--- config.mk ---
export PLATFORM = sky130hd
export DESIGN_NAME = wave_table_loader
export DESIGN_NICKNAME = d
export VERILOG_FILES = /design/src/rtl/wave_table_loader.sv
export SDC_FILE = /design/constraint.sdc
export NUM_CORES = 1
export LEC_CHECK = 0
export CORE_ASPECT_RATIO = 1.4
export CORE_MARGIN = 2
export CORE_UTILIZATION = 48
export DETAILED_ROUTE_END_ITERATION = 7
export HOLD_SLACK_MARGIN = 0.15
export PLACE_DENSITY_LB_ADDON = 0.25
export RECOVER_POWER = 100
export SYNTH_ARGS = -nofsm -noshare
export SYNTH_HDL_FRONTEND = slang
export SYNTH_SLANG_ARGS = --single-unit
--- constraint.sdc ---
create_clock -name clk -period 2.17 [get_ports clk]
set_input_delay 0.434 -clock clk [delete_from_list [all_inputs] [get_ports clk]]
set_output_delay 0.434 -clock clk [all_outputs]
set_load 0.01 [all_outputs]
--- src/rtl/wave_table_loader.sv ---
// wave_table_loader: streams samples into the sine/triangle BRAM region; define WAVE_TABLE_CHECKSUM_EN for the running checksum
module wave_table_loader #(
  parameter int ADDR_W = 16,
  parameter int DATA_W = 8,
  parameter logic [ADDR_W-1:0] SINE_BASE = 16'h0000,
  parameter logic [ADDR_W-1:0] SINE_LAST = 16'h03FF,
  parameter logic [ADDR_W-1:0] TRI_BASE = 16'h0400,
  parameter logic [ADDR_W-1:0] TRI_LAST = 16'h0800
) (
  input  logic              clk,
  input  logic              rst,
  input  logic              start,
  input  logic [1:0]        tbl_sel,
  input  logic              abort,
  input  logic              s_valid,
  input  logic [DATA_W-1:0] s_data,
  output logic              s_ready,
  output logic [ADDR_W-1:0] bram_addr,
  output logic [DATA_W-1:0] bram_dout,
  output logic              bram_we,
  output logic              busy,
  output logic              done,
  output logic              err,
  output logic [ADDR_W-1:0] words_written,
  output logic [15:0]       checksum
);
  typedef enum logic [1:0] {IDLE, LOAD, DONE} state_t;
  state_t state, state_nx;
  logic [ADDR_W-1:0] ptr, last;
  logic xfer, legal;
  assign legal = start && !tbl_sel[1];
  assign xfer = s_valid && s_ready;
  // state register
  always_ff @(posedge clk)
    if (rst) state <= IDLE;
    else state <= state_nx;
  // next state: abort beats a coinciding sample; the transfer at last ends the load
  always_comb
    state_nx = state == IDLE ? (legal ? LOAD : IDLE) :
               state == LOAD ? (abort ? IDLE : (xfer && ptr == last) ? DONE : LOAD) : IDLE;
  // handshake and status outputs decoded from state
  always_comb begin
    busy = state == LOAD;
    done = state == DONE;
    s_ready = busy && !abort;
  end
  // registered BRAM write, pointer/limit, word count and sticky error
  always_ff @(posedge clk)
    if (rst) begin
      ptr <= '0;
      last <= '0;
      words_written <= '0;
      err <= 1'b0;
      bram_we <= 1'b0;
      bram_addr <= '0;
      bram_dout <= '0;
    end else begin
      bram_we <= xfer;
      if (xfer) begin
        bram_addr <= ptr;
        bram_dout <= s_data;
        words_written <= words_written + ADDR_W'(1);
        if (ptr != last) ptr <= ptr + ADDR_W'(1);
      end
      if (state == IDLE && start) begin
        err <= !legal;
        if (legal) begin
          ptr <= tbl_sel[0] ? TRI_BASE : SINE_BASE;
          last <= tbl_sel[0] ? TRI_LAST : SINE_LAST;
          words_written <= '0;
        end
      end
      if (state == LOAD && abort) err <= 1'b1;
    end
`ifdef WAVE_TABLE_CHECKSUM_EN
  // modulo-2^16 sum of accepted samples, cleared by a legal start
  always_ff @(posedge clk)
    if (rst) checksum <= '0;
    else if (state == IDLE && legal) checksum <= '0;
    else if (xfer) checksum <= checksum + 16'(s_data);
`else
  assign checksum = '0;
`endif
endmodule

### After elaboration in Yosys (flattened, before gate mapping)

Index checks and enable logic that the tools add are counted.

* register bits: 76
* input bits: 15
* output and inout bits: 61
* logic and storage cells: 42

* add/subtract/negate cells: 2
* equal/unequal tests: 4
* multiplexer cells: 16
* reductions and logical operators: 12

Operator list (number)
* $mux 16: 7
* $add 16x1->16 const B: 2
* $eq 16x16->1: 1
* $ne 16x16->1: 1
* $mux 12: 1
* $mux 11: 1
* $mux 2: 4
* $logic_and 1x1->1: 6
* $logic_not 1->1: 3
* $mux 1: 3
* $eq 2x1->1 const B: 1
* $eq 2x2->1 const B: 1
* $logic_not 2->1: 1
* $reduce_and 2->1: 1
* $reduce_bool 2->1: 1

### Longest topological paths before layout

Gate-level depths: netlist of the first run.

* word-level depth: 8
* depth in mapped cells: 8
* depth with buffers taken out: 5

### Least setup slack after synthesis of the first run

No wires, ideal clock.

* path type: register -> register
* start point: register state[0]
* end point: register ptr[12]
* library setup time: 70 ps
* arrival: 1764 ps
* required time: 2100 ps
* path slack: 335 ps
* cell stages (with the launch flop): 7
* buffers on the path: 1
* clock period less this slack: 1835 ps
* cell sequence: dfxtp_1 nor2b_1 and2_1 nand2_1 buf_2 or4_1 a21oi_1

* word-level cells in the longest chain between the ends: 6
* elaborated cells between the ends (all ways): 8
* classes of those cells: eq/ne (1); mux (3); reduce/logical (4)

RTL lines
* start: declaration: RTL line 28 `state_t state, state_nx;`
* start signal: assignment: RTL line 36 `else state <= state_nx;`
* $eq 2x1->1 (*): RTL line 43 `busy = state == LOAD;`
* via busy: RTL line 21 `output logic busy,`
* $logic_and 1x1->1 (*): RTL line 45 `s_ready = busy && !abort;`
* via s_ready: RTL line 17 `output logic s_ready,`
* $logic_and 1x1->1 (*): RTL line 32 `assign xfer = s_valid && s_ready;`
* $mux 16 (*): RTL line 59 `if (xfer) begin`
* $mux 16: RTL line 67 `if (legal) begin`
* $mux 16 (*): RTL line 65 `if (state == IDLE && start) begin`
* end signal: assignment: RTL line 63 `if (ptr != last) ptr <= ptr + ADDR_W'(1);`
* end signal: assignment: RTL line 68 `ptr <= tbl_sel[0] ? TRI_BASE : SINE_BASE;`
* end: declaration: RTL line 29 `logic [ADDR_W-1:0] ptr, last;`

Mark *: on every way through the listed nets, which the timed path passes. The rest lies on a longest branch.
A chain may end at the register's enable or synchronous reset.

### Worst setup path after layout of the first run

* start point: input port abort
* end point: register bram_addr[11]

* word-level cells in the longest chain between the ends: 3

RTL lines
* start: declaration: RTL line 14 `input logic abort,`
* $logic_not 1->1: RTL line 45
* $logic_and 1x1->1: RTL line 45
* $logic_and 1x1->1: RTL line 32
* end signal: assignment: RTL line 60 `bram_addr <= ptr;`
* end: declaration: RTL line 18 `output logic [ADDR_W-1:0] bram_addr,`

Every way passes these cells.

==> metrics list, run 1 <==
- Nature of the critical path endpoint: flip-flop
* Non-filler cells in the finished layout: around 480
- Counting stages on the worst path, the most repeated cell is nand2_1.
- Fraction of post-synthesis cell area in the top cell type by area: ~45%
- Launching point of the worst reg2reg path: ptr[14]
* Top cell type by total area after synthesis: dfxtp_1
- The critical path in this run is classified as input pin to flip-flop.
- The critical path contains buffers and inverters numbering 4 combined.
* Total Power Consumption: ~2.3 mW
- Count of boundary I/O pins: 76
* Area grow syn2layout: 30.0%
- The number of endpoints with negative hold slack in the final report was 0.
- For the worst-skew pair, the clock arrives at the later sink with an insertion delay of about 0.34 ns.
- Detailed-route wire length per cell: between 10 and 15 um
- HPWL Detailed: about 4.5 mm
* Min Clock Period, post-route: between 1.5 and 2 ns
- Global-route wire length before repair: around 10 mm
* Maximum number of pins on one net before global-route repair: 31
- The first detailed-routing pass took 4 iterations.
- STA classifies the critical path startpoint as an input pin.
* H-tree levels: 3
* Measured slew at the worst slew-check pin: approximately 0.64 ns
- A synthesized cell averages 8.16 um2.
- The signal on the critical path passes through clkdlybuf4s50_1 -> inv_1 -> and2_1 -> nand2_1 -> buf_12 -> clkbuf_1 -> nand2_1 -> a21oi_1.
* Layout net count: around 420
- Layout cell share with drive strength beyond 1: ~8.1%
- The repair_antennas step left the layout with diodes totalling 0.
- On the critical path, the stage with the largest delay is an instance of clkbuf_1.
- Vert. Die Dim: 94.0 um
* Number of buffers created by CTS: 9
- Worst rel slew slack: a little under three fifths
- Period Utilization, post-route: around nine tenths
* Overall via count from detail_route: between 2,000 and 3,000
- Required time reported for the critical path endpoint: roughly 2.4 ns
* Weighted congestion at the end of routability-driven global placement: about 0.83
- The critical path crosses 8 cells after its start point.
- The count of pins over their slew limit was 0.
- Remaining routing DRC violations: 0
* Cell family with the largest share of critical-path delay: buffers and inverters
- Final routed wirelength across all metal layers: approximately 6.3 mm
- Post-synthesis sequential area ratio: 44.7%
* Die W: 68.3 um
* Initial cell density of the core: between 40% and 50%
- The count of buffers added on input and output ports is 59.
* R2R Path End: ptr[10]
- Highest clock rate: about 510 MHz
* Buffer cell driving the clock tree root: clkbuf_8
* Flop-to-flop setup slack: around 0.21 ns
- For this run, the slowest stage of the critical path takes just over 0.5 ns.
- Static leakage power: roughly 1.4 nW
- Total die area: 6410 um2
- In the synthesized netlist, the number of instances is 340.
- Worst clock skew on the final layout: between 0.009 and 0.01 ns
- No sink is reached through more buffers than the 2 on the longest clock path.
* Summed negative setup slack over all endpoints: 0 ns
- For this run the aggregate overflow at the end of global routing stands at 0.
- Yosys instantiated no cell more often than nand2_1.
- Using the TritonRoute via totals, the vias-per-cell ratio works out to 5.34.
- For this run, the share of the core covered by cells in the final layout is around 65%.
* Count of cell types in the netlist: 38
* Worst-path fanout max: 30
- In the synthesized netlist, the cells that appear most often are nand2_1, dfxtp_1, a21oi_1, nor2_1, buf_4.
- The most critical setup path has its endpoint at bram_addr[11].
- Data arrives at the worst endpoint at around 2.2 ns.
- Yosys attributes the largest share of cell area to dfxtp_1, nand2_1, a21oi_1.
- Placed cell count: roughly 460
- For this run, the number of Yosys warnings is 0.
* Ys async rst share: 0%
* Total power divided by cell area: roughly 650 nW/um2
- Result of the run: finished clean
- Clock-pin slew was measured on the worst setup and hold paths at roughly 0.070 ns.
* Number of global-route vias before repair: around 2,400
- IR drop worst, VDD: between 0.4 and 0.5 mV
- The critical path starts at abort.
- Across the run, the number of max-cap violations was 0.
- Antenna violations before repair: 0
- CTS saw 62 sinks.
- Summing every instance area after synthesis gives between 2000 and 3000 um2.
* Number of enable flip-flop cells after synthesis: 0
* Core Box Area: about 5600 um2
* Overall routing resource usage: approximately a fifth
- Setup repair after global routing left no endpoint under its margin.
- The detail route stage leaves a number of antenna-violating nets equal to 0.
- TritonCTS built the clock tree.
- The synthesized design contains just over 60 register bits.
- After clock tree synthesis, the setup repair step added 0 buffers.
- Row count: 32
* Worst hold-check path type: flip-flop to flip-flop
* Final setup vio count: 0
* DR iter-0 viols: 126
- FF-to-FF path depth: 5
- Filler cell count in the final layout: between 500 and 600
* Flip-flop cell with the highest count after synthesis: dfxtp_1
-- where the power goes --
part	leakage, nW	switching [mW]	internal [mW]
registers	0.501	0.00781	1.15
logic	0.783	0.0919	0.0608
clock network	0.106	0.434	0.587
total	1.39	0.534	1.80
-- per-layer routing --
metal	wire, um	track usage, %	share of wire, %
met4	107	10.2	1.7
met3	265	4.80	4.2
met1	2590	25.0	41
met5	0	0	0
met2	3360	35.9	53
-- flip-flops by register name (all words and copies together) (netlist names) --
| name | cells |
|---|---|
| bram_addr | 16 |
| bram_dout | 8 |
| bram_we | 1 |
| err | 1 |
| last | 2 |
| ptr | 16 |
| state | 2 |
| words_written | 16 |
-- per-stage QoR --
step | cell area (um2) | hold WS, ns | setup slack, ns
after global routing | 3610 | 0.472 | 0.0608
final | 3610 | 0.450 | 0.196
after floorplan | 2830 | 0.448 | 0.335
after detailed placement | 3440 | 0.447 | -0.0556
after CTS | 3640 | 0.457 | 0.0448
after global placement | 3440 | 0.442 | 0.000920
-- cells by family after synthesis --
kind of cell / count (synthesis) / synth area share, %
and+or+nand+nor: 153 / 27.2
other: 1 / 0.135
AOI/OAI and AO/OA: 68 / 14.2
buffers and inverters: 40 / 8.43
muxes: 1 / 0.361
DFF: 62 / 44.7
adders and majority gates: 2 / 0.902
xor gates and xnor gates: 13 / 4.10
-- cell usage in the layout (no fill, tap or decap), drive strengths merged, types with 7 or more instances in the layout --
cell type      instances
nand2                 65
dfxtp                 62
a21oi                 45
dlygate4sd3           45
nor2                  22
conb                  16
clkbuf                16
clkdlybuf4s50         13
nand3                 11
or4                   10
buf                   10
o31ai                  9
o21ai                  9
nand4                  7
nor3                   7
or3                    7
xor2                   7
-- worst register-to-register path: stages (launching register included) --
cell      delay [ns]
dfxtp_1         0.32
or4_1           0.50
nor3_1          0.27
o21a_4          0.35
o21ai_0         0.13
a311oi_1        0.30
-- worst min path at each step --
stage	startpoint	end	slack (ns)	cells after the start
global placement	bram_dout[5]	bram_dout[5]	0.44	2
CTS	bram_dout[2]	bram_dout[2]	0.46	2
floorplan	last[11]	last[11]	0.45	2
global route	bram_addr[14]	bram_addr[14]	0.47	2
detailed placement	bram_dout[2]	bram_dout[2]	0.45	2
finish	bram_dout[2]	bram_dout[2]	0.45	2
-- area by class of cell --
| class | count | area [um2] | share of cell area, % |
|---|---|---|---|
| Clock buffer | 12 | 155 | 4.30 |
| Multi-Input combinational cell | 253 | 1360 | 37.6 |
| Tap cell | 68 | 85.1 | 2.36 |
| Clock inverter | 4 | 45.0 | 1.25 |
| Inverter | 5 | 18.8 | 0.520 |
| Timing Repair Buffer | 73 | 707 | 19.6 |
| Sequential cell | 62 | 1240 | 34.4 |
-- timing repair --
item                                    4_1_cts  5_1_grt
endpoints found under the setup margin        0        1
hold buffers                                  0        0
gates resized for setup                       0        2
Power figures use the tool's default switching activity.
==> inputs of run 2 (changes only) <==
clock period = 2.25 ns   (was 2.17 ns; I/O delays follow)
==> run 2 against run 1 <==
Net effect: clock power hardly changed; critical path depth shrank 4; non-clock buffer count down 1; largest cell class unchanged; wire length increased by 2.3%; global-route usage increased by 0.83 points; critical endpoint is now s_ready.
==> metrics list, run 2 (synthesis gave the netlist of run 1 again) <==
- Before CTS, the worst setup slack after placement is -0.0126 ns.
- Crit path cell chain: clkdlybuf4s50_1 -> inv_1 -> and2_1 -> clkdlybuf4s50_1
- Number of gates resized after CTS: 0
- Clk slew on worst S/H paths: 0.06 ns
- Once the floorplan was initialized, standard cells occupied 49.9% of the core.
- In the post-route analysis, the smallest setup slack over all paths is approximately 0.12 ns.
- Post-DRT Antenna Nets: 0
- The floorplan step defined a core boundary enclosing approximately 5600 um2.
- Static leakage power: approximately 1.4 nW
- Final setup vio count: 0
- Total power divided by cell area: between 600 and 700 nW/um2
* Antenna violations before repair: 0
- Unrepaired setup endpoints after global routing: no
* Required time reported for the critical path endpoint: ~1.8 ns
* R2R Path End: ptr[10]
- Measured slew at the worst slew-check pin: between 0.6 and 0.7 ns
* Clock power share: between 40% and 50%
- In this run the worst hold path is classified as flip-flop to flip-flop.
- Count of boundary I/O pins: 76
- The clock passes through at most 2 buffers.
- Area grow syn2layout: 30.0%
- Layout cell share with drive strength beyond 1: under 10%
* Maximum number of pins on one net before global-route repair: 31
- Measured in cells, the most critical reg-to-reg path has a length of 5.
* Overall routing resource usage: between 20% and 30%
- DR iter-0 viols: roughly 130
* Most frequent standard cell in the layout excluding fill and tap cells: nand2_1
- Max Cap Violations: 0
- In this run the power spent charging and discharging nets is approximately 0.52 mW.
- Weighted congestion at the end of routability-driven global placement: 0.824
* Die W: 68.3 um
- Ratio of routed vias to standard cells: between 5 and 6
* Row count: 32
- The worst setup path is of the input pin to output port kind.
* Clock tree from TritonCTS: yes
- CTS built an H-tree with a depth of 3.
- Post-route cell area: 3610 um2
- Filler cell count in the final layout: ~510
- After clock tree synthesis, the flow added hold-fix buffers numbering 0.
- The flow ran to the end, and the final reports show no timing, DRC or antenna violations.
- After legalization and detailed placement, the total HPWL measured 4.52 mm.
- The path with the worst hold slack has its endpoint at bram_addr[1].
- Worst clock skew on the final layout: ~0.009 ns
- Regs by FF count: bram_addr: 16 flops, ptr: 16 flops, words_written: 16 flops
- The routed design has between 6 and 7 mm of wire.
- The clock net in this run drives a total of 62 sinks.
- Launching point of the worst reg2reg path: ptr[13]
* ANT cells: 0
- The net count of the finished layout is 420.
- Dpl cell area: approximately 3400 um2
* Global-route wire length before repair: 10.6 mm
* Initial DRT Pass Iterations: 4
- Data arrival, critical path: approximately 1.7 ns
- Worst path max stage delay: between 0.5 and 0.6 ns
* Overall via count from detail_route: 2,557
- Crit start category: input pin
- Flop-to-flop setup slack: between 0.2 and 0.3 ns
- Final hold violations: 0
* Clk Latency, worst-skew pair: ~0.35 ns
- Combinational cells account for 6.6% of the total power.
- Commonest cells after routing, fill and taps aside: nand2_1, dfxtp_1, dlygate4sd3_1
- Hold Path Stages: 2
- Among all stages on the critical path, the largest delay is contributed by clkdlybuf4s50_1.
* Total die area: roughly 6400 um2
- Switch share: a little under a quarter
* Cell type with the highest occurrence count on the critical path: clkdlybuf4s50_1
- Worst hold slack: 0.448 ns
- IR drop worst, VDD: 0.422 mV
- During placement, the flow inserted port buffers numbering between 50 and 60.
- Min Clock Period, post-route: roughly 2.1 ns
- In this run, CTS created clock tree buffers numbering 9.
* Nature of the critical path endpoint: output port
* Worst rel slew slack: between 50% and 60%
- Adding up every negative setup slack in the final design gives 0 ns.
- Highest clock rate: ~470 MHz
- The number of global-route vias before repair is approximately 2,400.
- Internal power: approximately 1.7 mW
- The worst path uses between 90% and 100% of the clock period.
- After clock tree synthesis, the setup repair step added 0 buffers.
* Final Slew Violations: 0
- Remaining routing DRC violations: 0
* Worst-path fanout max: 3
- CTS placed an instance of clkbuf_8 at the clock tree root.
* Overflow left after global routing: 0
- Per report_power, the sequential group accounts for between 40% and 50% of the total.
* Detailed-route wire length per cell: approximately 14 um
* Worst Min Path Start: bram_addr[1]
- Vert. Die Dim: roughly 94 um
-- run 2: cell types whose count changed in the layout (fill, tap and decap cells not counted) --
cell,before,now
dlygate4sd3_1,45,46
nor4bb_2,1,0
buf_4,8,5
dfxtp_2,1,0
nor4bb_4,0,1
a311oi_1,1,0
clkdlybuf4s25_1,1,0
dfxtp_1,61,62
and4_2,1,0
and4_4,1,2
a311oi_2,0,1
clkbuf_1,4,6
-- run 2: layer usage --
| layer | share of wire [%] | routed length (um) | GRT usage [%] | up-vias |
|---|---|---|---|---|
| met5 | 0 | 0 | 0 | - |
| met4 | 1.6 | 106 | 9.17 | 0 |
| met3 | 4.6 | 300 | 7.43 | 9 |
| met2 | 54 | 3470 | 37.9 | 64 |
| met1 | 40 | 2590 | 24.5 | 1197 |
| li1 | - | - | - | 1287 |
-- run 2: through the flow --
step	power [mW]	cells	utilization, %
after global placement	1.29	460	61.6
after floorplan	1.25	355	-
after CTS	2.28	476	65.2
after global routing	2.34	476	64.8
final	2.25	476	64.8
after detailed placement	1.29	460	61.6
-- run 2: final cells by class --
cell class | instances | area [um2] | share of cell area (%)
sequential | 62 | 1240 | 34.4
clock buffer | 12 | 155 | 4.30
inverter | 5 | 18.8 | 0.520
multi-input combinational | 253 | 1370 | 38.0
tap | 68 | 85.1 | 2.36
clock inverter | 4 | 45.0 | 1.25
timing repair buffer | 72 | 692 | 19.2
-- run 2: power by group through the flow --
stage	Combinational, mW	Sequential (mW)	Clock [mW]
after CTS	0.155	1.11	1.01
final	0.149	1.11	0.990
after global routing	0.164	1.11	1.06
after floorplan	0.109	1.14	0
after global placement	0.152	1.14	0
after detailed placement	0.154	1.14	0
-- run 2: worst max-delay path: cells and delay by family --
family / cells / cell delay (ns)
buffers and inverters: 3 / 1.09
and+or+nand+nor: 1 / 0.15
-- run 2: how the worst max path moves through the flow --
stage | from | depth (start not counted) | endpoint
after CTS | state[0] | 3 | s_ready
after global placement | s_valid | 6 | ptr[10]
after detailed placement | s_valid | 6 | ptr[10]
after floorplan | state[0] | 6 | ptr[12]
after global routing | state[0] | 3 | s_ready
final | abort | 4 | s_ready
